### config.mk
export PLATFORM = sky130hd
export DESIGN_NAME = pipelined_decode_unit_flat
export DESIGN_NICKNAME = d
export VERILOG_FILES = /design/src/rtl/pipelined_decode_unit_if.sv /design/src/rtl/pipelined_decode_unit.sv /design/src/flat_wrapper.sv
export SDC_FILE = /design/constraint.sdc
export NUM_CORES = 1
export LEC_CHECK = 0
export BUFFER_PORTS_ARGS = -buffer_cell sky130_fd_sc_hd__buf_4
export CAP_MARGIN = 20
export CORE_MARGIN = 8
export CORE_UTILIZATION = 45
export DETAILED_ROUTE_END_ITERATION = 6
export GPL_ROUTABILITY_DRIVEN = 0
export PLACE_DENSITY = 0.7
export SLEW_MARGIN = 20
export SYNTH_ARGS = -nofsm -noshare
export SYNTH_HDL_FRONTEND = slang
export SYNTH_SLANG_ARGS = --single-unit
export TNS_END_PERCENT = 20
### constraint.sdc
create_clock -name clk -period 2.6 [get_ports clk]
set_input_delay 0.39 -clock clk [delete_from_list [all_inputs] [get_ports clk]]
set_output_delay 0.39 -clock clk [all_outputs]
set_load 0.02 [all_outputs]
### src/rtl/pipelined_decode_unit_if.sv
`default_nettype none
// ============================================================================
// Module   : pipelined_decode_unit_if
// Brief    : Fetch-side / execute-side handshake bundle for the decode stage.
// Revision : 1.0 - initial release
// ============================================================================
interface pipelined_decode_unit_if #(
    parameter int RA_W  = 4,
    parameter int ALU_W = 2
);
    logic             in_valid;
    logic             in_ready;
    logic [1:0]       op;
    logic [3:0]       funct;
    logic [RA_W-1:0]  rd;
    logic [3:0]       cond;
    logic             flags_we;
    logic [3:0]       flags_in;
    logic             flush;
    logic             out_valid;
    logic             out_ready;
    logic             pc_src;
    logic             reg_write;
    logic             mem_write;
    logic             mem_reg;
    logic             alu_src;
    logic             no_write;
    logic             mov_src;
    logic             reg_src;
    logic             flag_write;
    logic             branch_taken;
    logic [ALU_W-1:0] alu_control;
    logic [1:0]       imm_src;
    logic             cond_pass;
    logic [3:0]       flags_q;

    modport master (
        output in_valid, op, funct, rd, cond, flags_we, flags_in, flush, out_ready,
        input  in_ready, out_valid, pc_src, reg_write, mem_write, mem_reg, alu_src,
               no_write, mov_src, reg_src, flag_write, branch_taken, alu_control,
               imm_src, cond_pass, flags_q
    );

    modport slave (
        input  in_valid, op, funct, rd, cond, flags_we, flags_in, flush, out_ready,
        output in_ready, out_valid, pc_src, reg_write, mem_write, mem_reg, alu_src,
               no_write, mov_src, reg_src, flag_write, branch_taken, alu_control,
               imm_src, cond_pass, flags_q
    );
endinterface
`default_nettype wire

### src/rtl/pipelined_decode_unit.sv
`default_nettype none
// ============================================================================
// Module   : pipelined_decode_unit
// Brief    : Registered decode stage with conditional execution and a
//            pending-flag-writer scoreboard that stalls conditional issue.
// Revision : 1.0 - initial release
// ============================================================================
module pipelined_decode_unit #(
    parameter int RA_W   = 4,
    parameter int PC_REG = 11,
    parameter int ALU_W  = 2,
    parameter int CNT_W  = 3
) (
    input  wire logic              clk,
    input  wire logic              rst_n,
    pipelined_decode_unit_if.slave bus
);

    localparam logic [3:0]       C_COND_AL  = 4'b1110;
    localparam logic [CNT_W-1:0] C_PEND_MAX = '1;

    typedef struct packed {
        logic             pc_src;
        logic             reg_write;
        logic             mem_write;
        logic             mem_reg;
        logic             alu_src;
        logic             no_write;
        logic             mov_src;
        logic             reg_src;
        logic             flag_write;
        logic             branch_taken;
        logic [ALU_W-1:0] alu_control;
        logic [1:0]       imm_src;
        logic             cond_pass;
    } bundle_t;

    bundle_t          bundle_d,    bundle_q;
    logic             out_valid_d, out_valid_q;
    logic [3:0]       nzcv_d,      nzcv_q;
    logic [CNT_W-1:0] pending_d,   pending_q;

    logic    w_dp, w_mem, w_br, w_pass, w_stall, w_ready, w_accept, w_inc;
    bundle_t w_bundle;

    assign w_dp  = (bus.op == 2'b00);
    assign w_mem = (bus.op == 2'b01);
    assign w_br  = (bus.op == 2'b10);

    // Condition uses the flag value before any same-cycle writeback.
    always_comb begin
        w_pass = 1'b0;
        case (bus.cond)
            4'b0000: w_pass = nzcv_q[2];
            4'b0001: w_pass = ~nzcv_q[2];
            4'b0010: w_pass = nzcv_q[1];
            4'b0011: w_pass = ~nzcv_q[1];
            4'b0100: w_pass = nzcv_q[3];
            4'b0101: w_pass = ~nzcv_q[3];
            4'b0110: w_pass = nzcv_q[0];
            4'b0111: w_pass = ~nzcv_q[0];
            4'b1000: w_pass = nzcv_q[1] & ~nzcv_q[2];
            4'b1001: w_pass = ~nzcv_q[1] | nzcv_q[2];
            4'b1010: w_pass = (nzcv_q[3] == nzcv_q[0]);
            4'b1011: w_pass = (nzcv_q[3] != nzcv_q[0]);
            4'b1100: w_pass = ~nzcv_q[2] & (nzcv_q[3] == nzcv_q[0]);
            4'b1101: w_pass = nzcv_q[2] | (nzcv_q[3] != nzcv_q[0]);
            4'b1110: w_pass = 1'b1;
            default: w_pass = 1'b0;
        endcase
    end

    always_comb begin
        w_bundle              = '0;
        w_bundle.mem_reg      = w_mem & bus.funct[1];
        w_bundle.mem_write    = w_mem & ~bus.funct[1];
        w_bundle.alu_src      = ((w_mem | w_dp) & bus.funct[0]) | w_br;
        w_bundle.reg_write    = w_dp | w_bundle.mem_reg;
        w_bundle.pc_src       = w_br | ((bus.rd == RA_W'(PC_REG)) & w_bundle.reg_write);
        w_bundle.flag_write   = w_dp & bus.funct[1];
        w_bundle.no_write     = w_dp & ~bus.funct[3] & bus.funct[2];
        w_bundle.mov_src      = w_dp & bus.funct[3] & bus.funct[2] & bus.funct[0];
        w_bundle.alu_control  = (w_dp & ~w_bundle.mov_src) ? ALU_W'(bus.funct[3:2]) : '0;
        w_bundle.branch_taken = w_br;
        w_bundle.reg_src      = w_br;
        w_bundle.imm_src      = bus.op;
        w_bundle.cond_pass    = w_pass;
        if (!w_pass) begin
            w_bundle.pc_src       = 1'b0;
            w_bundle.reg_write    = 1'b0;
            w_bundle.mem_write    = 1'b0;
            w_bundle.mem_reg      = 1'b0;
            w_bundle.flag_write   = 1'b0;
            w_bundle.branch_taken = 1'b0;
        end
    end

    assign w_stall  = bus.in_valid &
                      ((((pending_q != '0) | bus.flags_we) & (bus.cond != C_COND_AL)) |
                       (w_dp & bus.funct[1] & (pending_q == C_PEND_MAX)));
    assign w_ready  = ~w_stall & ~bus.flush & (~out_valid_q | bus.out_ready);
    assign w_accept = bus.in_valid & w_ready;
    assign w_inc    = out_valid_q & bus.out_ready & bundle_q.flag_write;

    always_comb begin
        out_valid_d = out_valid_q;
        bundle_d    = bundle_q;
        nzcv_d      = bus.flags_we ? bus.flags_in : nzcv_q;
        pending_d   = pending_q;
        if (bus.flush) begin
            out_valid_d = 1'b0;
        end else if (w_accept) begin
            out_valid_d = 1'b1;
            bundle_d    = w_bundle;
        end else if (bus.out_ready) begin
            out_valid_d = 1'b0;
        end
        // Counter saturates rather than wrapping if an in-register writer slips past the stall.
        if (bus.flush) begin
            pending_d = '0;
        end else if (w_inc && !bus.flags_we) begin
            if (pending_q != C_PEND_MAX) pending_d = pending_q + 1'b1;
        end else if (!w_inc && bus.flags_we) begin
            if (pending_q != '0) pending_d = pending_q - 1'b1;
        end
    end

    always_ff @(posedge clk or negedge rst_n) begin
        if (!rst_n) begin
            out_valid_q <= 1'b0;
            bundle_q    <= '0;
            nzcv_q      <= '0;
            pending_q   <= '0;
        end else begin
            out_valid_q <= out_valid_d;
            bundle_q    <= bundle_d;
            nzcv_q      <= nzcv_d;
            pending_q   <= pending_d;
        end
    end

    assign bus.in_ready     = w_ready;
    assign bus.out_valid    = out_valid_q;
    assign bus.pc_src       = bundle_q.pc_src;
    assign bus.reg_write    = bundle_q.reg_write;
    assign bus.mem_write    = bundle_q.mem_write;
    assign bus.mem_reg      = bundle_q.mem_reg;
    assign bus.alu_src      = bundle_q.alu_src;
    assign bus.no_write     = bundle_q.no_write;
    assign bus.mov_src      = bundle_q.mov_src;
    assign bus.reg_src      = bundle_q.reg_src;
    assign bus.flag_write   = bundle_q.flag_write;
    assign bus.branch_taken = bundle_q.branch_taken;
    assign bus.alu_control  = bundle_q.alu_control;
    assign bus.imm_src      = bundle_q.imm_src;
    assign bus.cond_pass    = bundle_q.cond_pass;
    assign bus.flags_q      = nzcv_q;

endmodule
`default_nettype wire

### src/flat_wrapper.sv
// flat-port wrapper written by rule: the top's interface ports become plain ports
module pipelined_decode_unit_flat 
#(
    parameter int RA_W   = 4,
    parameter int PC_REG = 11,
    parameter int ALU_W  = 2,
    parameter int CNT_W  = 3
)
  (clk, rst_n, bus_in_valid, bus_op, bus_funct, bus_rd, bus_cond, bus_flags_we, bus_flags_in, bus_flush, bus_out_ready, bus_in_ready, bus_out_valid, bus_pc_src, bus_reg_write, bus_mem_write, bus_mem_reg, bus_alu_src, bus_no_write, bus_mov_src, bus_reg_src, bus_flag_write, bus_branch_taken, bus_alu_control, bus_imm_src, bus_cond_pass, bus_flags_q);
  pipelined_decode_unit_if #(.RA_W(RA_W), .ALU_W(ALU_W)) bus_i ();
  input  wire logic clk;
  input  wire logic rst_n;
  input wire logic [$bits(bus_i.in_valid)-1:0] bus_in_valid;
  input wire logic [$bits(bus_i.op)-1:0] bus_op;
  input wire logic [$bits(bus_i.funct)-1:0] bus_funct;
  input wire logic [$bits(bus_i.rd)-1:0] bus_rd;
  input wire logic [$bits(bus_i.cond)-1:0] bus_cond;
  input wire logic [$bits(bus_i.flags_we)-1:0] bus_flags_we;
  input wire logic [$bits(bus_i.flags_in)-1:0] bus_flags_in;
  input wire logic [$bits(bus_i.flush)-1:0] bus_flush;
  input wire logic [$bits(bus_i.out_ready)-1:0] bus_out_ready;
  output wire logic [$bits(bus_i.in_ready)-1:0] bus_in_ready;
  output wire logic [$bits(bus_i.out_valid)-1:0] bus_out_valid;
  output wire logic [$bits(bus_i.pc_src)-1:0] bus_pc_src;
  output wire logic [$bits(bus_i.reg_write)-1:0] bus_reg_write;
  output wire logic [$bits(bus_i.mem_write)-1:0] bus_mem_write;
  output wire logic [$bits(bus_i.mem_reg)-1:0] bus_mem_reg;
  output wire logic [$bits(bus_i.alu_src)-1:0] bus_alu_src;
  output wire logic [$bits(bus_i.no_write)-1:0] bus_no_write;
  output wire logic [$bits(bus_i.mov_src)-1:0] bus_mov_src;
  output wire logic [$bits(bus_i.reg_src)-1:0] bus_reg_src;
  output wire logic [$bits(bus_i.flag_write)-1:0] bus_flag_write;
  output wire logic [$bits(bus_i.branch_taken)-1:0] bus_branch_taken;
  output wire logic [$bits(bus_i.alu_control)-1:0] bus_alu_control;
  output wire logic [$bits(bus_i.imm_src)-1:0] bus_imm_src;
  output wire logic [$bits(bus_i.cond_pass)-1:0] bus_cond_pass;
  output wire logic [$bits(bus_i.flags_q)-1:0] bus_flags_q;
  assign bus_i.in_valid = bus_in_valid;
  assign bus_i.op = bus_op;
  assign bus_i.funct = bus_funct;
  assign bus_i.rd = bus_rd;
  assign bus_i.cond = bus_cond;
  assign bus_i.flags_we = bus_flags_we;
  assign bus_i.flags_in = bus_flags_in;
  assign bus_i.flush = bus_flush;
  assign bus_i.out_ready = bus_out_ready;
  assign bus_in_ready = bus_i.in_ready;
  assign bus_out_valid = bus_i.out_valid;
  assign bus_pc_src = bus_i.pc_src;
  assign bus_reg_write = bus_i.reg_write;
  assign bus_mem_write = bus_i.mem_write;
  assign bus_mem_reg = bus_i.mem_reg;
  assign bus_alu_src = bus_i.alu_src;
  assign bus_no_write = bus_i.no_write;
  assign bus_mov_src = bus_i.mov_src;
  assign bus_reg_src = bus_i.reg_src;
  assign bus_flag_write = bus_i.flag_write;
  assign bus_branch_taken = bus_i.branch_taken;
  assign bus_alu_control = bus_i.alu_control;
  assign bus_imm_src = bus_i.imm_src;
  assign bus_cond_pass = bus_i.cond_pass;
  assign bus_flags_q = bus_i.flags_q;
  pipelined_decode_unit #(.RA_W(RA_W), .PC_REG(PC_REG), .ALU_W(ALU_W), .CNT_W(CNT_W)) u_core (.clk(clk), .rst_n(rst_n), .bus(bus_i));
endmodule
==> impl_metrics.xml, run 1 <==
<?xml version="1.0" encoding="UTF-8"?>
<metrics>
  <group name="drt">
    <metric name="antenna_left" unit="">0</metric>
    <metric name="vias" unit="">1096</metric>
    <metric name="route.detailed.drc" unit="">0</metric>
    <metric name="drt_iter0_drc" unit="">46</metric>
    <metric name="routed_wire_length_per_instance" unit="um">15.3</metric>
    <metric name="drt-total-wl" unit="mm">3.07</metric>
    <metric name="drt-vias-per-instance" unit="">5.45</metric>
    <metric name="drt-pass1-iter-count" unit="">4</metric>
  </group>
  <group name="cells_and_area">
    <metric name="largest_register_ffs" unit="">4</metric>
    <metric name="fillCellCount" unit="">251</metric>
    <metric name="design.final.nets" unit="">196</metric>
    <metric name="layout.core_utilization" unit="">0.604</metric>
    <metric name="drive_gt1_frac" unit="">0.347</metric>
    <metric name="storage_element_area" unit="um^2">576</metric>
    <metric name="multi_input_area" unit="um^2">654</metric>
    <metric name="layout-area-overhead-vs-synth" unit="%">28.9</metric>
    <metric name="antennaDiodeCount" unit="">0</metric>
  </group>
  <group name="clock_network">
    <metric name="cts_made_buffers" unit="">3</metric>
    <metric name="tritoncts" unit="">built</metric>
    <metric name="ctsHtreeMaxLevel" unit="">1</metric>
    <metric name="number_of_resized_instances_in_the_post_cts_repair_step" unit="">0</metric>
    <metric name="insertion_delay" unit="ns">0.31</metric>
    <metric name="cts.path.max_buffers" unit="">2</metric>
    <metric name="cts.hold.buffers_added" unit="">1</metric>
    <metric name="clk_pin_slew_worst_paths" unit="ns">0.13</metric>
    <metric name="clock_sinks" unit="">23</metric>
    <metric name="cts-root-buf" unit="">sky130_fd_sc_hd__clkbuf_4</metric>
    <metric name="postCtsSetupRepairBufs" unit="">0</metric>
  </group>
  <group name="floorplan">
    <metric name="ioPinCount" unit="">45</metric>
    <metric name="core" unit="um^2">2730</metric>
    <metric name="die_w" unit="um">69.3</metric>
    <metric name="die_area" unit="um^2">4810</metric>
    <metric name="die_height" unit="um">69.3</metric>
    <metric name="placement_rows" unit="">19</metric>
    <metric name="floorplan.initialDensity" unit="">0.468</metric>
  </group>
  <group name="timing">
    <metric name="hold_viol" unit="">0</metric>
    <metric name="grt_setup_unrepaired" unit="">no</metric>
    <metric name="worst_clock_skew" unit="ns">0.0129</metric>
    <metric name="max_freq" unit="MHz">452</metric>
    <metric name="final.min_clock_period" unit="ns">2.21</metric>
    <metric name="fin_setup_tns" unit="ns">0</metric>
    <metric name="final_min_period_over_clock_period" unit="">0.850</metric>
    <metric name="report.final.setup_viol" unit="">0</metric>
    <metric name="drv_slew" unit="">0</metric>
    <metric name="max_slew_margin" unit="">0.481</metric>
    <metric name="worst-slew-pin-transition" unit="ns">0.772</metric>
  </group>
  <group name="global_routing">
    <metric name="grtUsageMet1" unit="">0.149</metric>
    <metric name="global_route.usage.met3" unit="">0.0258</metric>
    <metric name="first_global_vias" unit="">1135</metric>
    <metric name="largest_net_degree_at_the_start_of_global_routing" unit="">29</metric>
    <metric name="busiest_layer_in_global_routing" unit="">met2</metric>
    <metric name="grt_overflow_total" unit="">0</metric>
    <metric name="grt_use_met2" unit="">0.226</metric>
    <metric name="grt_pass1_wl" unit="mm">5.23</metric>
    <metric name="grt.total_usage" unit="">0.129</metric>
    <metric name="grt_antenna_before_repair" unit="">0</metric>
  </group>
  <group name="setup_path">
    <metric name="timing.critical_path.fanout_max" unit="">7</metric>
    <metric name="start_kind" unit="">register</metric>
    <metric name="cp_num_buf_inv" unit="">1</metric>
    <metric name="critical_path.top_delay_family" unit="">simple AND/OR/NAND/NOR gates</metric>
    <metric name="reg2regPathDepth" unit="">5</metric>
    <metric name="timing.critical_path.to" unit="">bus_in_ready</metric>
    <metric name="critical_path_arrival" unit="ns">1.82</metric>
    <metric name="cp_data_required_time" unit="ns">2.21</metric>
    <metric name="r2r-start" unit="">u_core.pending_q[0]</metric>
    <metric name="crit_path_max_incr_delay" unit="ns">0.53</metric>
    <metric name="critical_path_depth" unit="">4</metric>
    <metric name="cp-end-kind" unit="">primary output</metric>
    <metric name="critPathLaunch" unit="">u_core.pending_q[0]</metric>
    <metric name="regToRegSetupSlack" unit="ns">0.45</metric>
    <metric name="criticalPathCategory" unit="">reg -&gt; out</metric>
    <metric name="crit_chain" unit="">or4_4 -&gt; a32oi_2 -&gt; o21a_1 -&gt; buf_4</metric>
    <metric name="critical-path-slowest-cell" unit="">sky130_fd_sc_hd__or4_4</metric>
    <metric name="r2r-end" unit="">u_core.bus.branch_taken</metric>
  </group>
  <group name="synthesis">
    <metric name="synthTopCellsByArea" unit="">sky130_fd_sc_hd__dfrtp_1, sky130_fd_sc_hd__nand2_1, sky130_fd_sc_hd__mux2_2</metric>
    <metric name="synth_area_per_cell" unit="um^2">10.0</metric>
    <metric name="synth_edf_count" unit="">0</metric>
    <metric name="synthesis.nets" unit="">153</metric>
    <metric name="synthArstFlopShare" unit="">1.00</metric>
    <metric name="synth-warning-count" unit="">0</metric>
    <metric name="prevailing_post_synth_register_cell" unit="">sky130_fd_sc_hd__dfrtp_1</metric>
    <metric name="synth_cell_types" unit="">43</metric>
    <metric name="synth_largest_type_area_fraction" unit="">0.450</metric>
    <metric name="post_syn_instances" unit="">128</metric>
    <metric name="synth_sequential_area_ratio" unit="">0.450</metric>
    <metric name="synthesis.area" unit="um^2">1280</metric>
    <metric name="synth.most_common_cell" unit="">sky130_fd_sc_hd__dfrtp_1</metric>
    <metric name="top_cells_by_count_synth" unit="">sky130_fd_sc_hd__dfrtp_1, sky130_fd_sc_hd__nand2_1, sky130_fd_sc_hd__o21ai_0</metric>
    <metric name="yosys_register_bits" unit="">23</metric>
    <metric name="synth_top_cell_by_area" unit="">sky130_fd_sc_hd__dfrtp_1</metric>
  </group>
  <group name="power_and_ir_drop">
    <metric name="vdd_drop_max" unit="uV">488</metric>
    <metric name="power_density" unit="nW/um^2">748</metric>
    <metric name="p_leak" unit="nW">0.774</metric>
  </group>
  <group name="place">
    <metric name="io_buffers" unit="">44</metric>
    <metric name="dp.final_hpwl" unit="mm">2.41</metric>
  </group>
  <group name="worst_hold_path">
    <metric name="hold_class" unit="">in -&gt; reg</metric>
  </group>
  <group name="flow_run">
    <metric name="cap_viol_max_count" unit="">0</metric>
  </group>
  <group name="status">
    <metric name="run_status" unit="">finished, final reports clean</metric>
  </group>
</metrics>
cells by family after synthesis:
logic type | share of synthesized area
muxes | 0.0606
xor gates and xnor gates | 0.0274
AOI/OAI and AO/OA | 0.174
buffers and inverters | 0.0391
DFF | 0.450
and+or+nand+nor | 0.234
adders and majority gates | 0.0156
cell type report:
class,count,share of cell area
clock buffer,4,0.0159
inverter,4,0.00910
tap,31,0.0235
timing repair buffer,45,0.206
multi-input combinational,94,0.397
sequential,23,0.349
layout by cell type, fill, tap and decap left out, types with 3 or more instances in the layout:
| cell | synthesis | layout |
|---|---|---|
| sky130_fd_sc_hd__nand3_1 | 3 | 3 |
| sky130_fd_sc_hd__nand2b_1 | 3 | 3 |
| sky130_fd_sc_hd__inv_1 | 4 | 4 |
| sky130_fd_sc_hd__o21ai_0 | 10 | 10 |
| sky130_fd_sc_hd__dfrtp_1 | 23 | 23 |
| sky130_fd_sc_hd__buf_4 | 0 | 44 |
| sky130_fd_sc_hd__o31ai_1 | 5 | 5 |
| sky130_fd_sc_hd__clkbuf_4 | 0 | 3 |
| sky130_fd_sc_hd__nor2b_1 | 4 | 4 |
| sky130_fd_sc_hd__nand2_1 | 21 | 21 |
| sky130_fd_sc_hd__mux2_2 | 6 | 6 |
worst reg2reg max path, cell delays in order, from the launching register on:
cell and delay, ns:
sky130_fd_sc_hd__dfrtp_1 0.46, sky130_fd_sc_hd__or4_4 0.53, sky130_fd_sc_hd__a32oi_2 0.25, sky130_fd_sc_hd__nand3_4 0.28, sky130_fd_sc_hd__or3b_1 0.46, sky130_fd_sc_hd__o21ai_2 0.11
per-stage QoR:
stage / area [um^2] / setup slack, ns / power, W / instances / hold WS [ns]
after floorplan: 1280 / 0.630 / 0.000853 / 128 / 0.0944
after global placement: 1610 / 0.392 / 0.00107 / 196 / 0.297
after detailed placement: 1610 / 0.359 / 0.00109 / 196 / 0.303
after CTS: 1650 / 0.362 / 0.00125 / 201 / 0.252
after global routing: 1650 / 0.281 / 0.00132 / 201 / 0.255
final: 1650 / 0.389 / 0.00123 / 201 / 0.269
routing by layer:
metal	routed length, um	vias to the layer above
met5	0	-
met4	21	0
met3	116	2
met2	1560	22
met1	1370	521
li1	-	551
report_power, final:
group	leakage (nW)	internal, W	switching, W	total (W)
sequential	0.298	0.000458	0.0000814	0.000540
clock	0.0150	0.0000598	0.000105	0.000165
combinational	0.462	0.000245	0.000284	0.000529
total	0.774	0.000763	0.000471	0.00123
how the worst min path moves through the flow:
stage          slack (ns)          from                   endpoint  cells past startpoint
2_1_floorplan        0.09         rst_n  u_core.bus.alu_control[0]                      0
3_3_place_gp         0.30         rst_n       u_core.bus.cond_pass                      1
3_5_place_dp         0.30         rst_n  u_core.bus.alu_control[1]                      1
4_1_cts              0.25  bus_funct[3]        u_core.bus.no_write                      2
5_1_grt              0.25  bus_funct[3]        u_core.bus.no_write                      2
6_report             0.27  bus_funct[3]        u_core.bus.no_write                      2
(Power assumes the default switching activity.)
==> run 2, diff against run 1 <==
Settings changed: CORE_UTILIZATION 45 to 39, PLACE_DENSITY 0.7 to 0.62.
==> run 2 against run 1 <==
Count of clock-buffer cells in the layout unchanged; critical path depth unchanged; sequential power about the same; clock skew down 0.011 ns; fmax down 1.3%; sequential share of layout area down 0.55 points; highest routed layer unchanged; via count up 0.82%; design area up 1.6%; core utilization down 8.5 points; critical endpoint unchanged; final cell count up 8.0%.
==> impl_metrics.xml, run 2 (same netlist as run 1, synthesis figures left out) <==
<?xml version="1.0" encoding="UTF-8"?>
<metrics>
  <group name="global_routing">
    <metric name="grt_antenna_before_repair" unit="">0</metric>
    <metric name="grt_pass1_wl" unit="mm">5.25</metric>
    <metric name="busiest_layer_in_global_routing" unit="">met2</metric>
    <metric name="first_global_vias" unit="">1134</metric>
    <metric name="grtUsageMet1" unit="">0.139</metric>
    <metric name="global_route.usage.met3" unit="">0.0450</metric>
    <metric name="largest_net_degree_at_the_start_of_global_routing" unit="">24</metric>
    <metric name="grt_use_met2" unit="">0.212</metric>
    <metric name="grt_overflow_total" unit="">0</metric>
    <metric name="grt.total_usage" unit="">0.121</metric>
  </group>
  <group name="timing">
    <metric name="max_slew_margin" unit="">0.513</metric>
    <metric name="worst_clock_skew" unit="ns">0.00218</metric>
    <metric name="report.final.setup_viol" unit="">0</metric>
    <metric name="hold_viol" unit="">0</metric>
    <metric name="max_freq" unit="MHz">446</metric>
    <metric name="fin_setup_tns" unit="ns">0</metric>
    <metric name="hold_ws" unit="ns">0.286</metric>
    <metric name="final_min_period_over_clock_period" unit="">0.861</metric>
    <metric name="drv_slew" unit="">0</metric>
    <metric name="worst-slew-pin-transition" unit="ns">0.724</metric>
    <metric name="final.min_clock_period" unit="ns">2.24</metric>
    <metric name="grt_setup_unrepaired" unit="">no</metric>
  </group>
  <group name="setup_path">
    <metric name="critical_path.top_delay_family" unit="">simple AND/OR/NAND/NOR gates</metric>
    <metric name="cp_num_buf_inv" unit="">1</metric>
    <metric name="crit_chain" unit="">or4_4 -&gt; a32oi_2 -&gt; o21a_1 -&gt; buf_4</metric>
    <metric name="r2r-start" unit="">u_core.pending_q[0]</metric>
    <metric name="reg2regPathDepth" unit="">6</metric>
    <metric name="start_kind" unit="">register</metric>
    <metric name="critPathLaunch" unit="">u_core.pending_q[0]</metric>
    <metric name="cp-end-kind" unit="">primary output</metric>
    <metric name="r2r-end" unit="">u_core.bus.alu_control[0]</metric>
    <metric name="critical-path-slowest-cell" unit="">sky130_fd_sc_hd__or4_4</metric>
    <metric name="regToRegSetupSlack" unit="ns">0.54</metric>
    <metric name="crit_path_max_incr_delay" unit="ns">0.53</metric>
    <metric name="timing.critical_path.fanout_max" unit="">7</metric>
    <metric name="criticalPathCategory" unit="">reg -&gt; out</metric>
    <metric name="critical_path_arrival" unit="ns">1.85</metric>
    <metric name="cp_data_required_time" unit="ns">2.21</metric>
  </group>
  <group name="drt">
    <metric name="drt-vias-per-instance" unit="">5.09</metric>
    <metric name="routed_wire_length_per_instance" unit="um">14.0</metric>
    <metric name="drt-pass1-iter-count" unit="">4</metric>
    <metric name="vias" unit="">1105</metric>
    <metric name="antenna_left" unit="">0</metric>
    <metric name="route.detailed.drc" unit="">0</metric>
    <metric name="drt_iter0_drc" unit="">44</metric>
    <metric name="drt-total-wl" unit="mm">3.05</metric>
  </group>
  <group name="cells_and_area">
    <metric name="commonest_non_fill_non_tap_cells_in_the_layout" unit="">sky130_fd_sc_hd__buf_4, sky130_fd_sc_hd__dfrtp_1, sky130_fd_sc_hd__nand2_1, sky130_fd_sc_hd__o21ai_0, sky130_fd_sc_hd__mux2_2</metric>
    <metric name="antennaDiodeCount" unit="">0</metric>
    <metric name="layout-area-overhead-vs-synth" unit="%">31.0</metric>
    <metric name="fillCellCount" unit="">311</metric>
    <metric name="largest_register_ffs" unit="">4</metric>
    <metric name="drive_gt1_frac" unit="">0.351</metric>
    <metric name="design.final.nets" unit="">197</metric>
    <metric name="finalInstanceArea" unit="um^2">1680</metric>
    <metric name="layout.cells.most_common" unit="">sky130_fd_sc_hd__buf_4</metric>
  </group>
  <group name="power_and_ir_drop">
    <metric name="power_frac_seq" unit="">0.438</metric>
    <metric name="power.net_switching" unit="W">0.000472</metric>
    <metric name="clock_power_share" unit="">0.129</metric>
    <metric name="combPwrFrac" unit="">0.432</metric>
    <metric name="vdd_drop_max" unit="uV">364</metric>
    <metric name="power.switching_fraction" unit="">0.381</metric>
    <metric name="power.internal" unit="W">0.000766</metric>
    <metric name="power_density" unit="nW/um^2">738</metric>
    <metric name="p_leak" unit="nW">0.779</metric>
  </group>
  <group name="worst_hold_path">
    <metric name="holdCritStartpoint" unit="">bus_funct[3]</metric>
    <metric name="hold_path_end" unit="">u_core.bus.no_write</metric>
    <metric name="worst_hold_path.num_cells" unit="">2</metric>
    <metric name="hold_class" unit="">in -&gt; reg</metric>
  </group>
  <group name="place">
    <metric name="dp.final_hpwl" unit="mm">2.44</metric>
    <metric name="postPlaceCellArea" unit="um^2">1640</metric>
    <metric name="io_buffers" unit="">44</metric>
  </group>
  <group name="floorplan">
    <metric name="die_height" unit="um">73.3</metric>
    <metric name="floorplan.initialDensity" unit="">0.396</metric>
    <metric name="die_area" unit="um^2">5370</metric>
    <metric name="ioPinCount" unit="">45</metric>
    <metric name="die_w" unit="um">73.3</metric>
    <metric name="placement_rows" unit="">21</metric>
    <metric name="core" unit="um^2">3230</metric>
  </group>
  <group name="clock_network">
    <metric name="ctsHtreeMaxLevel" unit="">1</metric>
    <metric name="cts_made_buffers" unit="">3</metric>
    <metric name="postCtsSetupRepairBufs" unit="">0</metric>
    <metric name="cts.path.max_buffers" unit="">2</metric>
    <metric name="tritoncts" unit="">built</metric>
    <metric name="clk_pin_slew_worst_paths" unit="ns">0.12</metric>
    <metric name="cts.hold.buffers_added" unit="">1</metric>
    <metric name="cts-root-buf" unit="">sky130_fd_sc_hd__clkbuf_4</metric>
    <metric name="clock_sinks" unit="">23</metric>
    <metric name="number_of_resized_instances_in_the_post_cts_repair_step" unit="">0</metric>
    <metric name="insertion_delay" unit="ns">0.30</metric>
  </group>
  <group name="status">
    <metric name="run_status" unit="">finished, final reports clean</metric>
  </group>
  <group name="flow_run">
    <metric name="cap_viol_max_count" unit="">0</metric>
  </group>
</metrics>
## run 2: cell types whose count changed in the layout (fill, tap and decap cells not counted)
| cell | delta |
|---|---|
| sky130_fd_sc_hd__buf_4 | +1 |
## run 2: worst max path at each step
stage	cells past startpoint	endpoint
after global placement	7	u_core.bus.alu_control[0]
final	4	bus_in_ready
after detailed placement	7	u_core.bus.alu_control[0]
after floorplan	6	u_core.bus.branch_taken
after CTS	4	bus_in_ready
after global routing	4	bus_in_ready
## run 2: layout make-up
type | count | area (um^2) | share of cell area
inverter | 4 | 15.0 | 0.00896
clock buffer | 4 | 26.3 | 0.0157
multi-input combinational | 94 | 654 | 0.390
timing repair buffer | 46 | 348 | 0.207
tap | 46 | 57.6 | 0.0343
sequential | 23 | 576 | 0.343
## run 2: routing by layer
| metal | vias to the layer above | wire, um |
|---|---|---|
| li1 | 546 | - |
| met1 | 534 | 1280 |
| met2 | 23 | 1570 |
| met3 | 2 | 189 |
| met4 | 0 | 8 |
| met5 | - | 0 |
## run 2: worst register-to-register path, stage by stage (launching register included)
cell and delay, ns:
sky130_fd_sc_hd__dfrtp_1 0.47, sky130_fd_sc_hd__or4_4 0.53, sky130_fd_sc_hd__a32oi_2 0.25, sky130_fd_sc_hd__nand3_4 0.19, sky130_fd_sc_hd__buf_4 0.24, sky130_fd_sc_hd__a211oi_1 0.22
sky130_fd_sc_hd__a21o_1 0.10
## run 2: metrics by stage
step / util / setup WS, ns / cells / total power, W
6_report: 0.519 / 0.360 / 217 / 0.00124
5_1_grt: 0.519 / 0.239 / 217 / 0.00133
3_5_place_dp: 0.508 / 0.470 / 212 / 0.00110
3_3_place_gp: 0.508 / 0.506 / 212 / 0.00108
2_1_floorplan: - / 0.630 / 128 / 0.000853
4_1_cts: 0.519 / 0.345 / 217 / 0.00126
## run 2: power by group through the flow
stage	Combinational, W	Clock, W	Sequential (W)
global placement	0.000530	0	0.000551
CTS	0.000546	0.000168	0.000544
global route	0.000589	0.000186	0.000559
finish	0.000535	0.000160	0.000543
floorplan	0.000213	0	0.000640
detailed placement	0.000543	0	0.000552
==> run 3, diff against run 2 <==
Settings changed: CORE_ASPECT_RATIO set to 0.9, RECOVER_POWER set to 100.
==> run 3 against run 2 <==
Non-clock buffer count is the same; register-to-register slack got worse by 0.19 ns; worst hold slack lost 0.011 ns; die area is essentially flat; fmax down 3.4%; largest power group unchanged; clock skew about the same; wire length grew 0.36%; core utilization fell by 0.78 points; sequential share of layout area rose by 2.1 points; design area fell by 5.8%; via count fell by 1.1%.
==> impl_metrics.xml, run 3 (same netlist as run 1, synthesis figures left out) <==
<?xml version="1.0" encoding="UTF-8"?>
<metrics>
  <group name="worst_hold_path">
    <metric name="hold_class" unit="">in -&gt; reg</metric>
    <metric name="hold_path_end" unit="">u_core.bus.no_write</metric>
    <metric name="worst_hold_path.num_cells" unit="">2</metric>
    <metric name="holdCritStartpoint" unit="">bus_funct[3]</metric>
  </group>
  <group name="place">
    <metric name="dp.final_hpwl" unit="mm">2.39</metric>
    <metric name="io_buffers" unit="">44</metric>
    <metric name="postPlaceCellArea" unit="um^2">1640</metric>
  </group>
  <group name="cells_and_area">
    <metric name="storage_element_area" unit="um^2">576</metric>
    <metric name="largest_register_ffs" unit="">4</metric>
    <metric name="layout-area-overhead-vs-synth" unit="%">23.4</metric>
    <metric name="multi_input_area" unit="um^2">639</metric>
    <metric name="layout.cells.most_common" unit="">sky130_fd_sc_hd__buf_4</metric>
    <metric name="commonest_non_fill_non_tap_cells_in_the_layout" unit="">sky130_fd_sc_hd__buf_4, sky130_fd_sc_hd__dfrtp_1, sky130_fd_sc_hd__nand2_1, sky130_fd_sc_hd__clkbuf_1, sky130_fd_sc_hd__o21ai_0</metric>
    <metric name="fillCellCount" unit="">317</metric>
    <metric name="drive_gt1_frac" unit="">0.216</metric>
    <metric name="design.final.nets" unit="">197</metric>
    <metric name="finalInstanceArea" unit="um^2">1580</metric>
    <metric name="antennaDiodeCount" unit="">0</metric>
  </group>
  <group name="clock_network">
    <metric name="cts.hold.buffers_added" unit="">1</metric>
    <metric name="insertion_delay" unit="ns">0.31</metric>
    <metric name="cts.path.max_buffers" unit="">2</metric>
    <metric name="number_of_resized_instances_in_the_post_cts_repair_step" unit="">0</metric>
    <metric name="ctsHtreeMaxLevel" unit="">1</metric>
    <metric name="clock_sinks" unit="">23</metric>
    <metric name="cts_made_buffers" unit="">3</metric>
    <metric name="cts-root-buf" unit="">sky130_fd_sc_hd__clkbuf_4</metric>
    <metric name="postCtsSetupRepairBufs" unit="">0</metric>
    <metric name="tritoncts" unit="">built</metric>
    <metric name="clk_pin_slew_worst_paths" unit="ns">0.13</metric>
  </group>
  <group name="timing">
    <metric name="max_freq" unit="MHz">431</metric>
    <metric name="drv_slew" unit="">0</metric>
    <metric name="worst-slew-pin-transition" unit="ns">1.25</metric>
    <metric name="grt_setup_unrepaired" unit="">no</metric>
    <metric name="fin_setup_tns" unit="ns">0</metric>
    <metric name="report.final.setup_viol" unit="">0</metric>
    <metric name="worst_clock_skew" unit="ns">0.00234</metric>
    <metric name="hold_ws" unit="ns">0.275</metric>
    <metric name="max_slew_margin" unit="">0.166</metric>
    <metric name="hold_viol" unit="">0</metric>
    <metric name="final_min_period_over_clock_period" unit="">0.892</metric>
    <metric name="final.min_clock_period" unit="ns">2.32</metric>
  </group>
  <group name="setup_path">
    <metric name="r2r-start" unit="">u_core.pending_q[0]</metric>
    <metric name="start_kind" unit="">register</metric>
    <metric name="critical_path_arrival" unit="ns">1.93</metric>
    <metric name="regToRegSetupSlack" unit="ns">0.35</metric>
    <metric name="criticalPathCategory" unit="">reg -&gt; out</metric>
    <metric name="cp_data_required_time" unit="ns">2.21</metric>
    <metric name="cp-end-kind" unit="">primary output</metric>
    <metric name="timing.critical_path.fanout_max" unit="">7</metric>
    <metric name="r2r-end" unit="">u_core.bus.branch_taken</metric>
    <metric name="reg2regPathDepth" unit="">5</metric>
  </group>
  <group name="drt">
    <metric name="drt_iter0_drc" unit="">63</metric>
    <metric name="drt-vias-per-instance" unit="">5.13</metric>
    <metric name="antenna_left" unit="">0</metric>
    <metric name="wl_met1" unit="mm">1.47</metric>
    <metric name="routed_wire_length_per_instance" unit="um">14.4</metric>
    <metric name="vias" unit="">1093</metric>
    <metric name="drt-pass1-iter-count" unit="">5</metric>
    <metric name="route.detailed.drc" unit="">0</metric>
    <metric name="met3_length" unit="um">161</metric>
    <metric name="highest_layer" unit="">met4</metric>
    <metric name="drt-total-wl" unit="mm">3.06</metric>
    <metric name="met2_layer_wire_length_in_the_routed_design" unit="mm">1.42</metric>
  </group>
  <group name="flow_run">
    <metric name="cap_viol_max_count" unit="">0</metric>
  </group>
  <group name="power_and_ir_drop">
    <metric name="power.total" unit="W">0.00115</metric>
    <metric name="vdd_drop_max" unit="uV">465</metric>
    <metric name="p_leak" unit="nW">0.695</metric>
    <metric name="power_density" unit="nW/um^2">731</metric>
  </group>
  <group name="floorplan">
    <metric name="floorplan.initialDensity" unit="">0.414</metric>
    <metric name="die_w" unit="um">76.4</metric>
    <metric name="ioPinCount" unit="">45</metric>
    <metric name="die_height" unit="um">70.4</metric>
    <metric name="core" unit="um^2">3090</metric>
    <metric name="placement_rows" unit="">19</metric>
    <metric name="die_area" unit="um^2">5370</metric>
  </group>
  <group name="global_routing">
    <metric name="grt_overflow_total" unit="">0</metric>
    <metric name="grt.total_usage" unit="">0.114</metric>
    <metric name="first_global_vias" unit="">1134</metric>
    <metric name="grt_pass1_wl" unit="mm">5.23</metric>
    <metric name="largest_net_degree_at_the_start_of_global_routing" unit="">29</metric>
    <metric name="grt_antenna_before_repair" unit="">0</metric>
  </group>
  <group name="status">
    <metric name="run_status" unit="">finished, final reports clean</metric>
  </group>
</metrics>
-- run 3: critical path, cell delays in order (launching register included) --
cell and delay [ns]:
sky130_fd_sc_hd__dfrtp_1 0.46, sky130_fd_sc_hd__or4_1 0.53, sky130_fd_sc_hd__a32oi_1 0.31, sky130_fd_sc_hd__o21a_1 0.18, sky130_fd_sc_hd__buf_4 0.14
-- run 3: report_power, final --
group	internal [W]	switching, W	total (W)
clock network	0.0000574	0.000107	0.000165
registers	0.000458	0.0000796	0.000538
logic	0.000171	0.000281	0.000452
-- run 3: how the worst max path moves through the flow --
stage,from,end,slack (ns),cells after the start
after global placement,bus_flags_we,u_core.bus.branch_taken,0.39,6
after global routing,u_core.pending_q[0],bus_in_ready,0.16,4
after floorplan,bus_flags_we,u_core.bus.branch_taken,0.63,6
final,u_core.pending_q[0],bus_in_ready,0.28,4
after CTS,u_core.pending_q[0],bus_in_ready,0.33,4
after detailed placement,bus_flags_we,u_core.bus.branch_taken,0.33,6
-- run 3: layer usage --
metal  global-route usage  vias up
li1                     -      551
met1                0.139      511
met2                0.193       29
met3               0.0384        2
met4               0.0192        0
met5                    0        -
-- run 3: cell type report --
class | instances | area share
tap | 42 | 0.0333
sequential | 23 | 0.365
clock buffer | 3 | 0.0143
clock inverter | 1 | 0.00317
multi-input combinational | 94 | 0.405
timing repair buffer | 46 | 0.170
inverter | 4 | 0.00951
-- run 3: through the flow --
stage,setup WS [ns],utilization,instances
6_report,0.282,0.511,213
2_1_floorplan,0.630,-,128
3_3_place_gp,0.386,0.529,208
3_5_place_dp,0.333,0.529,208
4_1_cts,0.328,0.541,213
5_1_grt,0.161,0.511,213
